$ cat src/rtl/chess_pkg.sv
// chess_pkg: shared FSM states, active-side codes and set-button bit order for the chess clock
package chess_pkg;
  typedef enum logic [2:0] {
    SETUP  = 3'd0,
    READY  = 3'd1,
    RUN_A  = 3'd2,
    RUN_B  = 3'd3,
    PAUSED = 3'd4,
    FLAG   = 3'd5
  } state_t;
  localparam logic [1:0] ACT_NONE = 2'b00;
  localparam logic [1:0] ACT_A    = 2'b01;
  localparam logic [1:0] ACT_B    = 2'b10;
  localparam int ADJ_W       = 4;
  localparam int ADJ_MINUP   = 3;
  localparam int ADJ_MINDOWN = 2;
  localparam int ADJ_SECUP   = 1;
  localparam int ADJ_SECDOWN = 0;
endpackage

$ cat src/rtl/sec_prescaler.sv
// sec_prescaler: counts 0..TICK_DIV-1 while not held; wrap flags the last count of each second
module sec_prescaler #(
  parameter int TICK_DIV = 125000000
) (
  input  logic clk,
  input  logic rst_n,
  input  logic clear,
  input  logic hold,
  output logic wrap
);
  localparam int PW = $clog2(TICK_DIV);
  logic [PW-1:0] cnt;
  assign wrap = ~clear & ~hold & (cnt == PW'(TICK_DIV - 1));
  always_ff @(posedge clk or negedge rst_n)
    if (!rst_n) cnt <= '0;
    else if (clear) cnt <= '0;
    else if (!hold) cnt <= wrap ? '0 : cnt + 1'b1;
endmodule

$ cat src/rtl/chess_turn_controller.sv
// chess_turn_controller: chess clock game sequencer; gates ticks, set buttons and move increments
module chess_turn_controller
  import chess_pkg::*;
#(
  parameter int TICK_DIV = 125000000,
  parameter int MOVE_W   = 10
) (
  input  logic              clk,
  input  logic              rst_n,
  input  logic              new_game,
  input  logic              start,
  input  logic              pause,
  input  logic              btn_a,
  input  logic              btn_b,
  input  logic [ADJ_W-1:0]  adj_req,
  input  logic              a_zero,
  input  logic              b_zero,
  output logic              tick_a,
  output logic              tick_b,
  output logic              inc_a,
  output logic              inc_b,
  output logic [ADJ_W-1:0]  adj_out,
  output logic              flag_a,
  output logic              flag_b,
  output logic [1:0]        active,
  output logic [MOVE_W-1:0] moves,
  output logic [2:0]        state
);
  state_t st, nx;
  logic paused_b, sw_a, sw_b, fa, fb, wrap, run_a, run_b, hold, clear;
  assign run_a   = st == RUN_A;
  assign run_b   = st == RUN_B;
  assign state   = st;
  assign active  = run_a ? ACT_A : run_b ? ACT_B : ACT_NONE;
  assign adj_out = st == SETUP ? adj_req : '0;
  // the prescaler only advances on a plain running cycle; flag, pause and new_game freeze it
  assign hold  = ~((run_a & ~a_zero | run_b & ~b_zero) & ~pause & ~new_game);
  assign clear = new_game | sw_a | sw_b | st == SETUP | st == READY;
  sec_prescaler #(.TICK_DIV(TICK_DIV)) u_pre (
    .clk(clk), .rst_n(rst_n), .clear(clear), .hold(hold), .wrap(wrap)
  );
  always_comb begin
    nx = st;
    sw_a = 1'b0;
    sw_b = 1'b0;
    fa = 1'b0;
    fb = 1'b0;
    if (new_game) nx = SETUP;
    else case (st)
      SETUP:  nx = start ? READY : SETUP;
      READY:  nx = btn_b ? RUN_A : btn_a ? RUN_B : READY;
      RUN_A: begin
        fa   = a_zero;
        sw_a = ~a_zero & ~pause & btn_a;
        nx   = a_zero ? FLAG : pause ? PAUSED : btn_a ? RUN_B : RUN_A;
      end
      RUN_B: begin
        fb   = b_zero;
        sw_b = ~b_zero & ~pause & btn_b;
        nx   = b_zero ? FLAG : pause ? PAUSED : btn_b ? RUN_A : RUN_B;
      end
      PAUSED: nx = pause ? (paused_b ? RUN_B : RUN_A) : PAUSED;
      default: nx = st;
    endcase
  end
  always_ff @(posedge clk or negedge rst_n)
    if (!rst_n) begin
      st       <= SETUP;
      paused_b <= 1'b0;
      tick_a   <= 1'b0;
      tick_b   <= 1'b0;
      inc_a    <= 1'b0;
      inc_b    <= 1'b0;
      flag_a   <= 1'b0;
      flag_b   <= 1'b0;
      moves    <= '0;
    end else begin
      st     <= nx;
      tick_a <= wrap & run_a;
      tick_b <= wrap & run_b;
      inc_a  <= sw_a;
      inc_b  <= sw_b;
      if (nx == PAUSED && st != PAUSED) paused_b <= run_b;
      flag_a <= ~new_game & (flag_a | fa);
      flag_b <= ~new_game & (flag_b | fb);
      if (new_game) moves <= '0;
      else if ((sw_a | sw_b) && !(&moves)) moves <= moves + 1'b1;
    end
endmodule

$ cat config.mk
export PLATFORM = sky130hd
export DESIGN_NAME = chess_turn_controller
export DESIGN_NICKNAME = d
export VERILOG_FILES = /design/src/rtl/chess_pkg.sv /design/src/rtl/sec_prescaler.sv /design/src/rtl/chess_turn_controller.sv
export SDC_FILE = /design/constraint.sdc
export NUM_CORES = 1
export LEC_CHECK = 0
export ABC_AREA = 0
export CAP_MARGIN = 40
export CORE_ASPECT_RATIO = 1.4
export CORE_MARGIN = 1.5
export CORE_UTILIZATION = 55
export DETAILED_ROUTE_END_ITERATION = 12
export PLACE_DENSITY = 0.84
export SYNTH_ARGS = -nofsm -noshare
export SYNTH_HDL_FRONTEND = slang
export SYNTH_SLANG_ARGS = --single-unit
$ cat constraint.sdc
create_clock -name clk -period 3 [get_ports clk]
set_input_delay 0.6 -clock clk [delete_from_list [all_inputs] [get_ports clk]]
set_output_delay 0.6 -clock clk [all_outputs]
set_load 0.05 [all_outputs]
==> Word-level counts from Yosys, hierarchy flattened <==
Index checks and enable logic that the tools add are counted.
{ "totals": {"register_bits": 47, "inputBits": 13, "word_cells": 82} }
{ "classes": {"add_sub_neg": 2, "n_eq_ne": 7, "muxes": 29, "n_bitwise": 27, "reduce_logical": 7} }
{ "op_table": {"columns": ["cell", "n"], "rows": [
  ["$mux W27", 3],
  ["$add A27 B1 Y27 const B", 1],
  ["$eq A27 B27 Y1 const B", 1],
  ["$mux W10", 2],
  ["$mux W3", 6],
  ["$pmux W3 S5", 1],
  ["$and A1 B1 Y1", 14],
  ["$mux W1", 12],
  ["$add A10 B1 Y10 const B", 1],
  ["$reduce_and A10 Y1", 1],
  ["$mux W2", 4],
  ["$or A1 B1 Y1", 8],
  ["$eq A3 B2 Y1 const B", 2],
  ["$eq A3 B3 Y1 const B", 2],
  ["$not A1 Y1", 5],
  ["$mux W4", 1],
  ["$reduce_bool A2 Y1", 2],
  ["$eq A3 B1 Y1 const B", 1],
  ["$logic_not A3 Y1", 1],
  ["$ne A3 B3 Y1 const B", 1],
  ["$logic_and A1 B1 Y1", 2],
  ["$logic_not A1 Y1", 1]
]} }

==> Depth between registers and ports, before layout <==
{ "logic_depth": {"ltp_word": 15, "ltp_mapped": 9, "depth_no_buf": 6} }

==> Cells and area by module <==
A second synthesis with hierarchy kept.
{ "unflattened": {"cells_unflattened": 316, "hier_area_um2": 2859.0} }
{ "by_module_without_submodules": {"columns": ["mod", "n_inst", "cells_each", "area_per_inst_um2", "seq_area_each_um2"], "rows": [
  ["sec_prescaler", 1, 192, 1680.4, 675.6],
  ["chess_turn_controller", 1, 124, 1178.6, 500.5]
]} }

==> Worst setup path before layout <==
No wires, ideal clock.
{ "synth_timing": {"path_kind": "register -> register", "from": "register st[0] (netlist: state[0])", "to": "register u_pre.cnt[25]", "t_arrival_ns": 2.620, "required_time_ns": 2.870, "slack_ns": 0.251, "stages_incl_launch_ff": 10, "cell_sequence": "dfrtp_1 clkbuf_1 and3b_1 nand3_1 and4b_1 clkbuf_1 buf_6 buf_6 a32oi_1 o41ai_1"} }
{ "synth_via": {"elab_chain_len": 13, "word_cells_on_any_way": 24, "cone_classes": "3 x eq/ne; 7 x mux; 12 x bitwise; 2 x reduce/logical"} }
{ "synth_lines": {"columns": ["element", "line_no", "source"], "rows": [
  ["start, declared", "chess_turn_controller.sv:29", "state_t st, nx;"],
  ["start signal, assigned", "chess_turn_controller.sv:78", "st <= nx;"],
  ["$eq A3 B2 Y1", "chess_turn_controller.sv:31, chess_turn_controller.sv:49", null],
  ["$mux W1", "chess_turn_controller.sv:49", "else case (st)"],
  ["$mux W1", "chess_turn_controller.sv:48", "if (new_game) nx = SETUP;"],
  ["$or A1 B1 Y1 (4 in series)", "chess_turn_controller.sv:38", "assign clear = new_game | sw_a | sw_b | st == SETUP | st == READY;"],
  ["$not A1 Y1", "sec_prescaler.sv:13", "assign wrap = ~clear & ~hold & (cnt == PW'(TICK_DIV - 1));"],
  ["$and A1 B1 Y1 (2 in series)", "sec_prescaler.sv:13", null],
  ["$mux W27 (2 in series)", "sec_prescaler.sv:17", "else if (!hold) cnt <= wrap ? '0 : cnt + 1'b1;"],
  ["$mux W27", "sec_prescaler.sv:16", "else if (clear) cnt <= '0;"],
  ["end signal, assigned", "sec_prescaler.sv:17", null],
  ["end, declared", "sec_prescaler.sv:12", "logic [PW-1:0] cnt;"]
]} }
Parallel ways exist; a longest one is shown, timed or not. The select of a mux whose other input is x is not followed.
A chain may end at the register's enable or synchronous reset.

==> Final worst setup path <==
{ "layout_timing": {"from": "register st[0] (netlist: state[0])", "to": "output port active[0]"} }
{ "layout_via": {"elab_chain_len": 2} }
{ "layout_lines": {"columns": ["element", "line_no", "source"], "rows": [
  ["$eq A3 B2 Y1", "chess_turn_controller.sv:31", "assign run_a = st == RUN_A;"],
  ["$mux W2", "chess_turn_controller.sv:34", "assign active = run_a ? ACT_A : run_b ? ACT_B : ACT_NONE;"],
  ["end, declared", "chess_turn_controller.sv:25", "output logic [1:0] active,"]
]} }
No other way between the ends.

==> impl_metrics.csv <==
group,metric,value,unit
sta,fmax,0.355,GHz
sta,drv_slew,0,
sta,setup_viol,0,
clock_network,cts-hold-fix-buffers,0,
power_and_ir_drop,seqPwrFrac,48.3,%
floorplan,initial_utilization,57.6,%
yosys,seq_area_frac_synth,41.8,%
floorplan,die_area,0.00556,mm^2
critical_path,slowest_stage,"clkdlybuf4s50_1",
sta,rsz0062_at_grt,"no",
critical_path,cp.arrival,2.21,ns
power_and_ir_drop,p_leak,0.00127,uW
clock_network,cts_resized,0,
yosys,synthDistinctLibCells,46,
routing,ant_nets,0,
clock_network,numClockSinks,47,
yosys,ys_top_cells_by_area,"dfrtp_1 42%, a31oi_1 6.7%, nand3_1 6.2%",
power_and_ir_drop,clkPwrFrac,35.7,%
sta,worst_clock_skew,0.00490,ns
routing,vias_per_cell,6.52,
sta,worst_slew_pin_slew,0.529,ns
routing,first_pass_iters,5,
yosys,yosys.area.top_type,"dfrtp_1",
critical_path,cp_max_fo,13,
global_route,antenna_found_initial,0,
critical_path,reg2regPathDepth,6,
yosys,synth_fp_nets,339,
yosys,synth_top_area_share,41.8,%
power_and_ir_drop,peakVddDrop,0.281,mV
floorplan,die_height,87.6,um
clock_network,tritoncts,"yes",
routing,route.detailed.drc,0,
power_and_ir_drop,swShare,27.5,%
critical_path,startpoint,"state[0]",
global_route,grt_usage,26.8,%
clock_network,root_buffer,"clkbuf_8",
global_route,grt_pass1_wl,11900,um
yosys,avgSynthCellArea,8.68,um^2
floorplan,io_pins,38,
critical_path,rrSetupSlack,0.56,ns
critical_path,endpoint_kind,"output pin",
global_route,grt_pass1_vias,2604,
power_and_ir_drop,powerDensity,410,mW/mm^2
sta,final.setup.tns,0,ns
critical_path,timing.rr.start,"state[0]",
clock_network,clock_path_buffers,2,
worst_hold_path,hp-class,"in -> async",
finish,finalCoreUtilization,68.7,%
flow_run,cap_violations,0,
routing,vias,2730,
finish,syn_to_final_growth,19.1,%
sta,finalHoldViolations,0,
floorplan,coreArea,0.00488,mm^2
critical_path,path_cells,"or3b_1 -> inv_1 -> clkdlybuf4s50_1",
clock_network,post_cts_buffers,0,
run_status,status,"complete, no violations",
finish,antennaDiodeCount,0,
yosys,synth_common_cells,"47 x dfrtp_1, 35 x nand3_1, 30 x a31oi_1, 26 x nor2_1, 20 x nand2_1",
routing,drtIter0Drc,246,
critical_path,slowest_delay,0.80,ns
power_and_ir_drop,combPwrFrac,16.0,%
yosys,syn_area,0.00281,mm^2
finish,layout.nets,369,
clock_network,cts_max_level,2,
finish,largest_reg_flops,27,
yosys,synth.ff_latch_count,47,
critical_path,endpoint,"active[0]",
yosys,synth_edf_count,0,
clock_network,numCtsBuffers,5,
sta,fin_crit_sh,93.8,%
finish,regMostFlops,"u_pre.cnt",
routing,routed_wl,7120,um
sta,timing.slew.headroom,64.4,%
global_route,overflow,0,
floorplan,rows,30,
finish,drive_gt1_share,6.76,%
critical_path,required,2.40,ns
clock_network,clk-insertion-delay-late,0.31,ns
routing,wl_per_cell,17.0,um
critical_path,start_kind,"flip-flop",
placed_design,io_buffers,37,
floorplan,die_x,63.4,um
global_route,grt_max_degree,41,
yosys,syn_inst,324,
power_and_ir_drop,netSwitchingPower,378,uW
placed_design,dp_hpwl,4690,um
sta,post-route-min-period,2.81,ns
critical_path,path_class,"reg -> out",
yosys,ys.flop_type,"dfrtp_1",
clock_network,path_clk_slew,0.09,ns
yosys,synth.most_common_cell,"dfrtp_1",
placed_design,gp_congestion,0.873,
critical_path,r2r-end,"u_pre.cnt[20]",
power_and_ir_drop,internal_power,996,uW
yosys,yosysWarnings,0,
yosys,async_reset_ff_share,100,%
[worst min path at each step]
| stage | startpoint | to | slack (ns) |
|---|---|---|---|
| after floorplan | rst_n | flag_a | 0.30 |
| after global placement | u_pre.cnt[5] | u_pre.cnt[5] | 0.47 |
| after detailed placement | u_pre.cnt[5] | u_pre.cnt[5] | 0.49 |
| after CTS | rst_n | u_pre.cnt[10] | 0.24 |
| after global routing | rst_n | u_pre.cnt[21] | 0.25 |
| final | rst_n | u_pre.cnt[19] | 0.22 |
[placed cells by master (no fill, tap or decap), types with 8 or more instances in the layout]
cell type,n
clkdlybuf4s50_1,36
a21oi_1,8
nor2_1,26
a31oi_1,30
nand3_1,35
buf_4,9
and3_1,13
inv_1,12
xnor2_1,10
dfrtp_1,47
nand4_1,13
nand2_1,20
[worst max-delay path: cells and delay by family (launching register included)]
family,cells,cell delay [ns]
AND/OR/NAND/NOR,1,0.49
flip-flops,1,0.52
buffers and inverters,2,0.90
[cell families (layout without fill, tap and decap cells)]
group,count (synthesis),count (layout),share of synthesized area [%]
AOI/OAI and AO/OA,71,71,17.1
xor gates and xnor gates,10,10,3.11
adders and majority gates,2,2,0.890
buffers and inverters,36,67,5.60
DFF,47,47,41.8
muxes,4,4,1.42
and+or+nand+nor,154,154,30.0
[per-stage QoR]
step                      hold WS, ns  power, uW  instance area [um^2]  instances  setup slack [ns]
after CTS                       0.235       1380                  3350        419             0.175
after detailed placement        0.490        896                  3230        411             0.384
after floorplan                 0.304        812                  2810        324             0.251
after global placement          0.474        893                  3230        411             0.437
after global routing            0.249       1430                  3350        419            0.0603
final                           0.225       1370                  3350        419             0.186
[per-layer routing]
metal	up-vias	part of all wire (%)	global-route usage, %	wire length, um
met5	-	0	0	0
met4	0	2.1	12.5	151
met3	14	5.6	4.11	398
met2	119	52	48.2	3700
met1	1317	40	31.3	2860
li1	1280	-	-	-
[power by group through the flow]
stage / Clock (uW) / Sequential, uW / Combinational, uW
floorplan: 0 / 688 / 124
global placement: 0 / 676 / 217
detailed placement: 0 / 675 / 220
CTS: 498 / 663 / 221
global route: 524 / 666 / 236
finish: 490 / 664 / 220
[cell type report]
type,instances,area (um^2)
multi-input combinational,241,1480
fill,418,1530
clock inverter,2,35.0
timing repair buffer,47,453
tap,64,80.1
sequential,47,1180
inverter,12,45.0
clock buffer,6,82.6
(Power assumes the default switching activity.)
